[config.mk]
export PLATFORM = sky130hd
export DESIGN_NAME = a2d_sweep_seq
export DESIGN_NICKNAME = d
export VERILOG_FILES = /design/src/rtl/a2d_seq_pkg.sv /design/src/rtl/a2d_period_timer.sv /design/src/rtl/a2d_sweep_seq.sv
export SDC_FILE = /design/constraint.sdc
export NUM_CORES = 1
export LEC_CHECK = 0
export BUFFER_PORTS_ARGS = -buffer_cell sky130_fd_sc_hd__buf_4
export CAP_MARGIN = 20
export CORE_ASPECT_RATIO = 0.9
export CORE_MARGIN = 2
export CORE_UTILIZATION = 51
export DETAILED_ROUTE_END_ITERATION = 6
export PLACE_DENSITY = 0.7
export SLEW_MARGIN = 30
export SYNTH_ARGS = -nofsm -noshare
export SYNTH_HDL_FRONTEND = slang
export SYNTH_HIERARCHICAL = 1
export SYNTH_SLANG_ARGS = --single-unit
[constraint.sdc]
create_clock -name clk -period 3.09 [get_ports clk]
set_clock_uncertainty 0.15 [all_clocks]
set_input_delay 0.618 -clock clk [delete_from_list [all_inputs] [get_ports clk]]
set_output_delay 0.618 -clock clk [all_outputs]
set_load 0.005 [all_outputs]
[src/rtl/a2d_seq_pkg.sv]
// Shared types and helpers for the periodic A2D sweep sequencer.
package a2d_seq_pkg;

    localparam int RES_W = 12;
    localparam int CH_W  = 3;

    typedef enum logic [2:0] {
        IDLE       = 3'd0,
        START      = 3'd1,
        SETTLE     = 3'd2,
        WAIT_CMPLT = 3'd3,
        STORE      = 3'd4,
        DONE       = 3'd5
    } seq_state_t;

    typedef struct packed {
        logic            found;
        logic [CH_W-1:0] ch;
    } ch_sel_t;

    // Lowest set bit of mask at index >= from; pass idx+1 to get the next channel above idx.
    function automatic ch_sel_t next_set_bit(input logic [7:0] mask, input logic [3:0] from);
        ch_sel_t sel;
        sel = '0;
        for (int i = 7; i >= 0; i--) begin
            if (mask[i] && (4'(i) >= from)) begin
                sel.found = 1'b1;
                sel.ch    = CH_W'(i);
            end
        end
        return sel;
    endfunction

endpackage

[src/rtl/a2d_period_timer.sv]
// Free-running sweep period counter; held at zero while disabled.
module a2d_period_timer #(
    parameter int PERIOD = 50000
) (
    input  logic clk,
    input  logic rst_n,
    input  logic en,
    output logic tick
);

    localparam int CNT_W = $clog2(PERIOD);

    logic [CNT_W-1:0] cnt;

    assign tick = en && (cnt == CNT_W'(PERIOD - 1));

    always_ff @(posedge clk or negedge rst_n) begin
        if (!rst_n) begin
            cnt <= '0;
        end else if (!en || tick) begin
            cnt <= '0;
        end else begin
            cnt <= cnt + 1'b1;
        end
    end

endmodule

[src/rtl/a2d_sweep_seq.sv]
// Periodic multi-channel A2D sweep sequencer with per-channel averaging
// and indexed result readback.
module a2d_sweep_seq
    import a2d_seq_pkg::*;
#(
    parameter logic [7:0] CH_MASK  = 8'h07,
    parameter int         PERIOD   = 50000,
    parameter int         AVG_LOG2 = 2
) (
    input  logic             clk,
    input  logic             rst_n,
    input  logic             en,
    input  logic             cnv_cmplt,
    input  logic [RES_W-1:0] res,
    output logic             strt_cnv,
    output logic [CH_W-1:0]  chnnl,
    input  logic [CH_W-1:0]  rd_ch,
    output logic [RES_W-1:0] rd_data,
    output logic [7:0]       ch_vld,
    output logic             sweep_done,
    output logic             ovr
);

    localparam int         ACC_W    = RES_W + AVG_LOG2;
    localparam logic [4:0] LAST_CNT = 5'((1 << AVG_LOG2) - 1);
    localparam ch_sel_t    FIRST_CH = next_set_bit(CH_MASK, 4'd0);

    seq_state_t       state;
    logic             tick;
    logic             en_q;
    logic             pending;
    logic [ACC_W-1:0] acc;
    logic [4:0]       cnt;
    logic [RES_W-1:0] result [8];
    ch_sel_t          nxt_ch;

    a2d_period_timer #(
        .PERIOD(PERIOD)
    ) u_timer (
        .clk  (clk),
        .rst_n(rst_n),
        .en   (en),
        .tick (tick)
    );

    assign nxt_ch     = next_set_bit(CH_MASK, {1'b0, chnnl} + 4'd1);
    assign strt_cnv   = (state == START);
    assign sweep_done = (state == DONE);
    assign rd_data    = result[rd_ch];

    // A new request (tick or enable rise) wins over IDLE consuming the old one.
    always_ff @(posedge clk or negedge rst_n) begin
        if (!rst_n) begin
            en_q    <= 1'b0;
            pending <= 1'b0;
            ovr     <= 1'b0;
        end else begin
            en_q <= en;
            ovr  <= ovr | (tick & pending);
            if (!en) begin
                pending <= 1'b0;
            end else if (tick || !en_q) begin
                pending <= 1'b1;
            end else if (state == IDLE && pending) begin
                pending <= 1'b0;
            end
        end
    end

    always_ff @(posedge clk or negedge rst_n) begin
        if (!rst_n) begin
            state  <= IDLE;
            chnnl  <= '0;
            acc    <= '0;
            cnt    <= '0;
            ch_vld <= '0;
            for (int i = 0; i < 8; i++) begin
                result[i] <= '0;
            end
        end else begin
            case (state)
                IDLE: begin
                    if (pending) begin
                        chnnl <= FIRST_CH.ch;
                        state <= START;
                    end
                end
                START:  state <= SETTLE;
                // cnv_cmplt still reflects the previous conversion here.
                SETTLE: state <= WAIT_CMPLT;
                WAIT_CMPLT: begin
                    if (cnv_cmplt) begin
                        acc   <= acc + ACC_W'(res);
                        cnt   <= cnt + 5'd1;
                        state <= (cnt == LAST_CNT) ? STORE : START;
                    end
                end
                STORE: begin
                    result[chnnl] <= acc[ACC_W-1:AVG_LOG2];
                    ch_vld[chnnl] <= 1'b1;
                    acc           <= '0;
                    cnt           <= '0;
                    if (nxt_ch.found) begin
                        chnnl <= nxt_ch.ch;
                        state <= START;
                    end else begin
                        state <= DONE;
                    end
                end
                DONE:    state <= IDLE;
                default: state <= IDLE;
            endcase
        end
    end

endmodule

==> impl_metrics.env, run 1 <==
export IMPL_tns_ns=0
export IMPL_clkTransAtPathRegs_ns=0.11
export IMPL_ys_seq_area_share_pct=47.05
export IMPL_rr_endpoint="acc[10]$_DFFE_PN0P_"
export IMPL_grt_usage_pct=19.97
export IMPL_n_fill_cell=812
export IMPL_die_height_microns=98.43
export IMPL_cts_max_path_buffers=2
export IMPL_fin_area_sq_um=5577
export IMPL_crit_type="input pin to output pin"
export IMPL_fmax_mhz=404.3
export IMPL_num_vias=3357
export IMPL_r2r_start="acc[0]$_DFFE_PN0P_"
export IMPL_worst_path_most_repeated_cell="buf_4"
export IMPL_core_area_sq_um=9657
export IMPL_worst_pin_slew_ns=0.6899
export IMPL_gp_congestion=0.8735
export IMPL_h_tree_depth=3
export IMPL_finalMaxSlewViolations=0
export IMPL_critical_path_max_fanout=12
export IMPL_cellLeakagePower_uw=0.002722
export IMPL_status="finished, final reports clean"
export IMPL_layout_nets=499
export IMPL_synth_top_family_by_area="multiplexers"
export IMPL_cts_repair_resized=0
export IMPL_pwr_share_clk_pct=21.6
export IMPL_dp_hpwl_microns=6851
export IMPL_hold_path_class="input pin to asynchronous set/reset pin"
export IMPL_routed_via_density=5.633
export IMPL_place_ws_ns=0.4699
export IMPL_clock_latency_ns=0.36
export IMPL_fin_cells=596
export IMPL_worstPathBufferInverterCount=2
export IMPL_worstPathRequired_ns=2.32
export IMPL_first_pass_iters=5
export IMPL_antenna_found_initial=0
export IMPL_drt_total_wl_microns=9937
export IMPL_timing_final_crit_period_ns=2.473
export IMPL_p_sw_uw=1348
export IMPL_grt_max_degree=55
export IMPL_ys_flop_type="dfrtp_1"
export IMPL_yosys_area_top_type="dfrtp_1"
export IMPL_crit_family="multiplexers"
export IMPL_sw_frac_of_total_pct=36.83
export IMPL_synth_area_top_cells="dfrtp_1 47%, mux2_2 6.5%, mux2_4 5.3%, mux4_2 5.3%, ha_1 3.5%"
export IMPL_drive_gt1_share_pct=28.09
export IMPL_rr_worst_depth=7
export IMPL_num_rows=34
export IMPL_start_util_pct=52.32
export IMPL_p_int_uw=2312
export IMPL_clock_sinks=95
export IMPL_place_inst=580
export IMPL_end_kind="output pin"
export IMPL_critPathSlowestCell="mux4_2"
export IMPL_synth_compound_area_share_pct=7.281
export IMPL_muxShareOfSynthArea_pct=17.61
export IMPL_startpoint="rd_ch[0]"
export IMPL_overflow=0
export IMPL_synth_seq_cells=95
export IMPL_synth_top_cell_area_share_pct=47.05
export IMPL_route_detailed_drc=0
export IMPL_worst_r2r_setup_slack_ns=0.80
export IMPL_yosys_cell_types_count=58
export IMPL_async_reset_ff_share_pct=100.0
export IMPL_ant_nets=0
export IMPL_rsz0062_at_grt="false"
export IMPL_yosysWarnings=6
export IMPL_first_global_vias=3408
export IMPL_synth_xor_area_share_pct=4.334
export IMPL_antenna_cells=0
export IMPL_pwr_density_cell_nw_per_um2=656.4
export IMPL_synth_simple_gate_area_share_pct=15.60
export IMPL_setup_viol=0
export IMPL_pwr_share_seq_pct=47.4
export IMPL_syn_area_sq_um=5052
export IMPL_cts_made_buffers=9
export IMPL_dieWidth_microns=108.9
export IMPL_io_pins=45
export IMPL_worst_slack_ns=0.6165
export IMPL_wl_per_cell_microns=16.67
export IMPL_cp_start_kind="input pin"
export IMPL_cts_root_buf="clkbuf_8"
export IMPL_synthAdderAreaFrac_pct=3.863
export IMPL_crit_path_cell_trace="buf_4 > mux4_2 > nor2b_1 > buf_4"
export IMPL_synth_edf_count=0
export IMPL_dieArea_sq_um=10720
export IMPL_postCtsSetupBuffers=0
export IMPL_post_dp_cell_area_sq_um=5381
export IMPL_finalCoreUtilization_pct=57.75
export IMPL_fin_crit_sh_pct=80.05
export IMPL_relSlewSlack_pct=53.77
export IMPL_drv_cap=0
export IMPL_arrival_ns=1.71
export IMPL_final_hold_violation_count=0
export IMPL_port_buffers=39
export IMPL_areaGrowthSynthToFinish_pct=10.38
export IMPL_syn_inst=431
export IMPL_drt_iter0_markers=164
export IMPL_cts_tree="yes"
export IMPL_critPathMaxStageDelay_ns=0.55
export IMPL_grt_first_pass_wirelength_microns=16940
export IMPL_combPwrFrac_pct=31.1
export IMPL_max_vdd_ir_drop_mv=0.5266
export IMPL_hold_buffers=0
export IMPL_synth_avg_cell_area_sq_um=11.72
==> routing by layer <==
layer  global-route usage (%)  share of wire, %
met2                    32.15                48
met3                    3.638               3.7
met4                    5.030              0.94
met1                    28.09                47
met5                        0                 0
==> cell type report <==
type / count / area (sq um) / area share [%]
Multi-Input combinational cell: 305 / 2479 / 44.45
Clock inverter: 7 / 71.32 / 1.279
Inverter: 10 / 37.54 / 0.6731
Timing Repair Buffer: 44 / 330.3 / 5.923
Tap cell: 126 / 157.7 / 2.827
Clock buffer: 9 / 123.9 / 2.221
Sequential cell: 95 / 2377 / 42.63
==> cell usage after synthesis, drive strengths merged, types with 3 or more instances <==
library cell	instances
and3	3
buf	17
nand3b	4
o21ai	15
nand3	23
mux4	12
ha	14
dfrtp	95
nand2b	3
inv	10
nor4	4
clkbuf	8
a21oi	17
xor2	7
nand2	23
xnor2	18
nor3	11
a211oi	3
nand4	11
nor2b	12
nor2	33
a21o	6
mux2	49
o21a	4
==> cell families after synthesis <==
logic type,count (synthesis)
AOI/OAI and AO/OA,59
xor gates and xnor gates,25
adders and majority gates,15
buffers and inverters,35
DFF,95
muxes,61
other,1
and+or+nand+nor,140
==> cell usage in the layout (no fill, tap or decap), types with 3 or more instances in the layout <==
master	count
buf_4	44
nor3_1	11
a211oi_1	3
o21ai_0	15
nand2_1	20
nand3_1	23
conb_1	5
mux2_2	29
dfrtp_1	95
mux2_4	18
nor4_1	4
ha_1	14
inv_1	10
xnor2_1	18
nand2b_1	3
mux4_2	12
xor2_1	7
nand4_1	11
a21oi_1	17
a21o_1	6
o21a_1	4
clkbuf_8	9
nor2b_1	12
nor2_1	31
==> worst max path at each step <==
| stage | to | slack, ns | cells after the start |
|---|---|---|---|
| floorplan | acc[12]$_DFFE_PN0P_ | 0.76 | 7 |
| global placement | acc[10]$_DFFE_PN0P_ | 0.51 | 8 |
| detailed placement | acc[10]$_DFFE_PN0P_ | 0.47 | 8 |
| CTS | rd_data[8] | 0.60 | 4 |
| global route | rd_data[10] | 0.56 | 4 |
| finish | rd_data[8] | 0.62 | 4 |
==> power groups by stage <==
stage / clock network (uW) / logic (uW) / registers [uW]
after floorplan: 0 / 955 / 1630
after global placement: 0 / 1100 / 1730
after detailed placement: 0 / 1140 / 1760
after CTS: 821 / 1150 / 1730
after global routing: 871 / 1290 / 1780
final: 789 / 1140 / 1730
==> per-stage QoR <==
stage	total power, uW	hold WS [ns]
final	3660	0.1178
after global placement	2837	0.2555
after CTS	3699	0.1571
after floorplan	2586	0.1724
after detailed placement	2900	0.2947
after global routing	3936	0.1859
==> state kept, by name, indices dropped and copies added, names as in the netlist <==
register,cells
cnt,5
pending,1
en_q,1
ovr,1
chnnl,2
ch_vld,4
u_timer/cnt,16
state,3
result,48
acc,14
(Power assumes the default switching activity.)
==> run 2, diff against run 1 <==
--- a/config.mk
+++ b/config.mk
@@ -5,13 +5,14 @@
 export SDC_FILE = /design/constraint.sdc
 export NUM_CORES = 1
 export LEC_CHECK = 0
+export ABC_AREA = 1
 export BUFFER_PORTS_ARGS = -buffer_cell sky130_fd_sc_hd__buf_4
 export CAP_MARGIN = 20
 export CORE_ASPECT_RATIO = 0.9
 export CORE_MARGIN = 2
 export CORE_UTILIZATION = 51
 export DETAILED_ROUTE_END_ITERATION = 6
-export PLACE_DENSITY = 0.7
+export PLACE_DENSITY = 0.73
 export SLEW_MARGIN = 30
 export SYNTH_ARGS = -nofsm -noshare
 export SYNTH_HDL_FRONTEND = slang
==> constraint.sdc (replaced) <==
create_clock -name clk -period 2.03 [get_ports clk]
set_clock_uncertainty 0.15 [all_clocks]
set_input_delay 0.406 -clock clk [delete_from_list [all_inputs] [get_ports clk]]
set_output_delay 0.406 -clock clk [all_outputs]
set_load 0.005 [all_outputs]
==> run 2 against run 1 <==
Sequential power rose by 44%. Clock-buffer cell count rose by 2. Final cell count rose by 40%. Non-clock buffer count rose by 13. Synthesized cell count rose by 52%. Sequential share of layout area fell by 2.6 points. Combinational power rose by 85%. Core utilization rose by 0.97 points. Hold slack got worse by 0.050 ns. Setup slack got worse by 0.49 ns. Global-route usage rose by 2.1 points. Critical endpoint is now acc[8]$_DFFE_PN0P_.
==> impl_metrics.env, run 2 <==
export IMPL_status="finished, final reports clean"
export IMPL_clock_sinks=95
export IMPL_async_reset_ff_share_pct=100.0
export IMPL_largest_register_ffs=48
export IMPL_place_inst=822
export IMPL_ant_nets=0
export IMPL_fmax_mhz=524.8
export IMPL_wl_per_cell_microns=13.81
export IMPL_die_height_microns=100.0
export IMPL_first_pass_iters=5
export IMPL_grt_max_degree=96
export IMPL_critical_path_max_fanout=5
export IMPL_routed_via_density=5.275
export IMPL_top_register="result"
export IMPL_setup_viol=0
export IMPL_synth_avg_cell_area_sq_um=7.951
export IMPL_tns_ns=0
export IMPL_first_global_vias=4232
export IMPL_grt_first_pass_wirelength_microns=19670
export IMPL_yosys_area_top_type="dfrtp_1"
export IMPL_finalMaxSlewViolations=0
export IMPL_synth_edf_count=0
export IMPL_dp_hpwl_microns=7971
export IMPL_drv_cap=0
export IMPL_critPathMaxStageDelay_ns=0.41
export IMPL_max_vdd_ir_drop_mv=0.6019
export IMPL_top_regs="result: 48 flops, u_timer/cnt: 16 flops, acc: 14 flops"
export IMPL_synth_area_top_cells="dfrtp_1 46%, nand2_1 11%, nor2_1 7.2%, o21ai_0 4.8%, inv_1 4.6%"
export IMPL_antenna_found_initial=0
export IMPL_worst_path_most_repeated_cell="nand3_1"
export IMPL_synth_top_cell_area_share_pct=45.51
export IMPL_num_vias=4410
export IMPL_postCtsSetupBuffers=0
export IMPL_synth_most_common_cell="nand2_1"
export IMPL_worst_pin_slew_ns=0.5151
export IMPL_core_area_sq_um=10120
export IMPL_synth_top_cells_by_count="150 x nand2_1, 100 x nor2_1, 95 x dfrtp_1, 64 x inv_1, 50 x o21ai_0"
export IMPL_layout_nets=739
export IMPL_fin_cells=836
export IMPL_fin_crit_sh_pct=93.87
export IMPL_drt_iter0_markers=248
export IMPL_ys_flop_type="dfrtp_1"
export IMPL_ys_seq_area_share_pct=45.51
export IMPL_relSlewSlack_pct=65.66
export IMPL_overflow=0
export IMPL_drt_total_wl_microns=11550
export IMPL_route_detailed_drc=0
export IMPL_rsz0062_at_grt="false"
export IMPL_drive_gt1_share_pct=17.96
export IMPL_dieArea_sq_um=11070
export IMPL_io_pins=45
export IMPL_areaGrowthSynthToFinish_pct=13.70
export IMPL_cellLeakagePower_uw=0.002984
export IMPL_critPathSlowestCell="fa_1"
export IMPL_gp_congestion=0.9303
export IMPL_syn_area_sq_um=5224
export IMPL_worstPathBufferInverterCount=0
export IMPL_pwr_density_cell_nw_per_um2=1027
export IMPL_hold_path_class="input pin to flip-flop"
export IMPL_power_uw=6100
export IMPL_arrival_ns=1.97
export IMPL_start_util_pct=51.64
export IMPL_crit_family="adder cells"
export IMPL_final_hold_violation_count=0
export IMPL_most_common_layout_cells="150 x nand2_1, 100 x nor2_1, 95 x dfrtp_1, 64 x inv_1, 54 x buf_4"
export IMPL_end_kind="flip-flop"
export IMPL_cts_max_path_buffers=2
export IMPL_post_dp_cell_area_sq_um=5677
export IMPL_synth_seq_cells=95
export IMPL_cts_tree="yes"
export IMPL_h_tree_depth=3
export IMPL_clkTransAtPathRegs_ns=0.06
export IMPL_worstPathRequired_ns=2.09
export IMPL_crit_path_cell_trace="ha_1 > fa_1 > nand3_1 > nand3_1 > nand2_1 > nand4_1 > nand3_1 > o21ai_0"
export IMPL_dieWidth_microns=110.7
export IMPL_yosys_cell_types_count=36
export IMPL_port_buffers=39
export IMPL_cts_made_buffers=9
export IMPL_worst_slack_ns=0.1245
export IMPL_crit_type="flip-flop to flip-flop"
export IMPL_fin_area_sq_um=5939
export IMPL_yosysWarnings=6
export IMPL_syn_inst=657
export IMPL_clock_latency_ns=0.34
export IMPL_antenna_cells=0
export IMPL_cts_root_buf="clkbuf_16"
export IMPL_timing_final_crit_period_ns=1.906
export IMPL_grt_usage_pct=22.04
export IMPL_num_rows=35
export IMPL_cp_start_kind="flip-flop"
export IMPL_place_ws_ns=-0.01539
export IMPL_mostFrequentLayoutCell="nand2_1"
## run 2: layout make-up
| type | count | area [sq um] |
|---|---|---|
| Fill cell | 906 | 4177 |
| Clock inverter | 2 | 10.01 |
| Tap cell | 129 | 161.4 |
| Inverter | 68 | 257.7 |
| Clock buffer | 11 | 242.7 |
| Timing Repair Buffer | 57 | 455.4 |
| Sequential cell | 95 | 2377 |
| Multi-Input combinational cell | 474 | 2435 |
## run 2: power breakdown
| part | internal (uW) | total, uW | switching, uW |
|---|---|---|---|
| clock network | 838 | 1490 | 655 |
| logic | 775 | 2110 | 1340 |
| registers | 2230 | 2490 | 263 |
| total | 3840 | 6100 | 2260 |
## run 2: path summary, 6_finish.rpt
path | startpoint | to | slack (ns) | cells past startpoint
worst max-delay path | acc[0]$_DFFE_PN0P_ | acc[8]$_DFFE_PN0P_ | 0.12 | 8
worst min-delay path | en | en_q$_DFF_PN0_ | 0.07 | 1
worst max register to register | acc[0]$_DFFE_PN0P_ | acc[8]$_DFFE_PN0P_ | 0.12 | 8
worst min register to register | en_q$_DFF_PN0_ | pending$_DFFE_PN0P_ | 0.28 | 1
max in group asynchronous | rst_n | ovr$_DFF_PN0_ | 0.81 | 3
min in group asynchronous | rst_n | result[67]$_DFFE_PN0P_ | 0.49 | 3
## run 2: worst reg2reg max path: cells and delay by family (launching register included)
kind	cells	cell delay [ns]
fa+ha+maj	2	0.62
simple gates	5	0.56
flops	1	0.38
compound gates	1	0.09
## run 2: kinds of logic (layout without fill, tap and decap cells)
group	count (synthesis)	count (layout)	synth area share (%)
flip-flops	95	95	45.51
AO/OA/AOI/OAI	124	124	14.25
adder cells (fa/ha/maj)	15	15	3.737
AND/OR/NAND/NOR	322	322	26.92
buffers and inverters	92	138	8.167
XOR/XNOR	8	8	1.341
other	1	5	0.07179
## run 2: per-layer routing
metal	vias to the layer above	wire, microns	track usage (%)	part of all wire [%]
met5	-	0	0	0
met4	0	169	6.827	1.5
met3	14	520	5.314	4.5
met2	96	5570	37.38	48
met1	2089	5288	28.38	46
li1	2211	-	-	-
## run 2: what timing repair did
item,in CTS,in global routing
endpoints found under the hold margin,68,0
hold buffers,1,0
endpoints found under the setup margin,0,1
gates resized for setup,0,1
## run 2: through the flow
stage          hold WS [ns]  utilization (%)
2_1_floorplan      -0.03959                -
3_3_place_gp         0.2687            56.12
3_5_place_dp         0.2721            56.12
4_1_cts             0.05657            58.71
5_1_grt             0.05788            58.71
6_report            0.06734            58.71
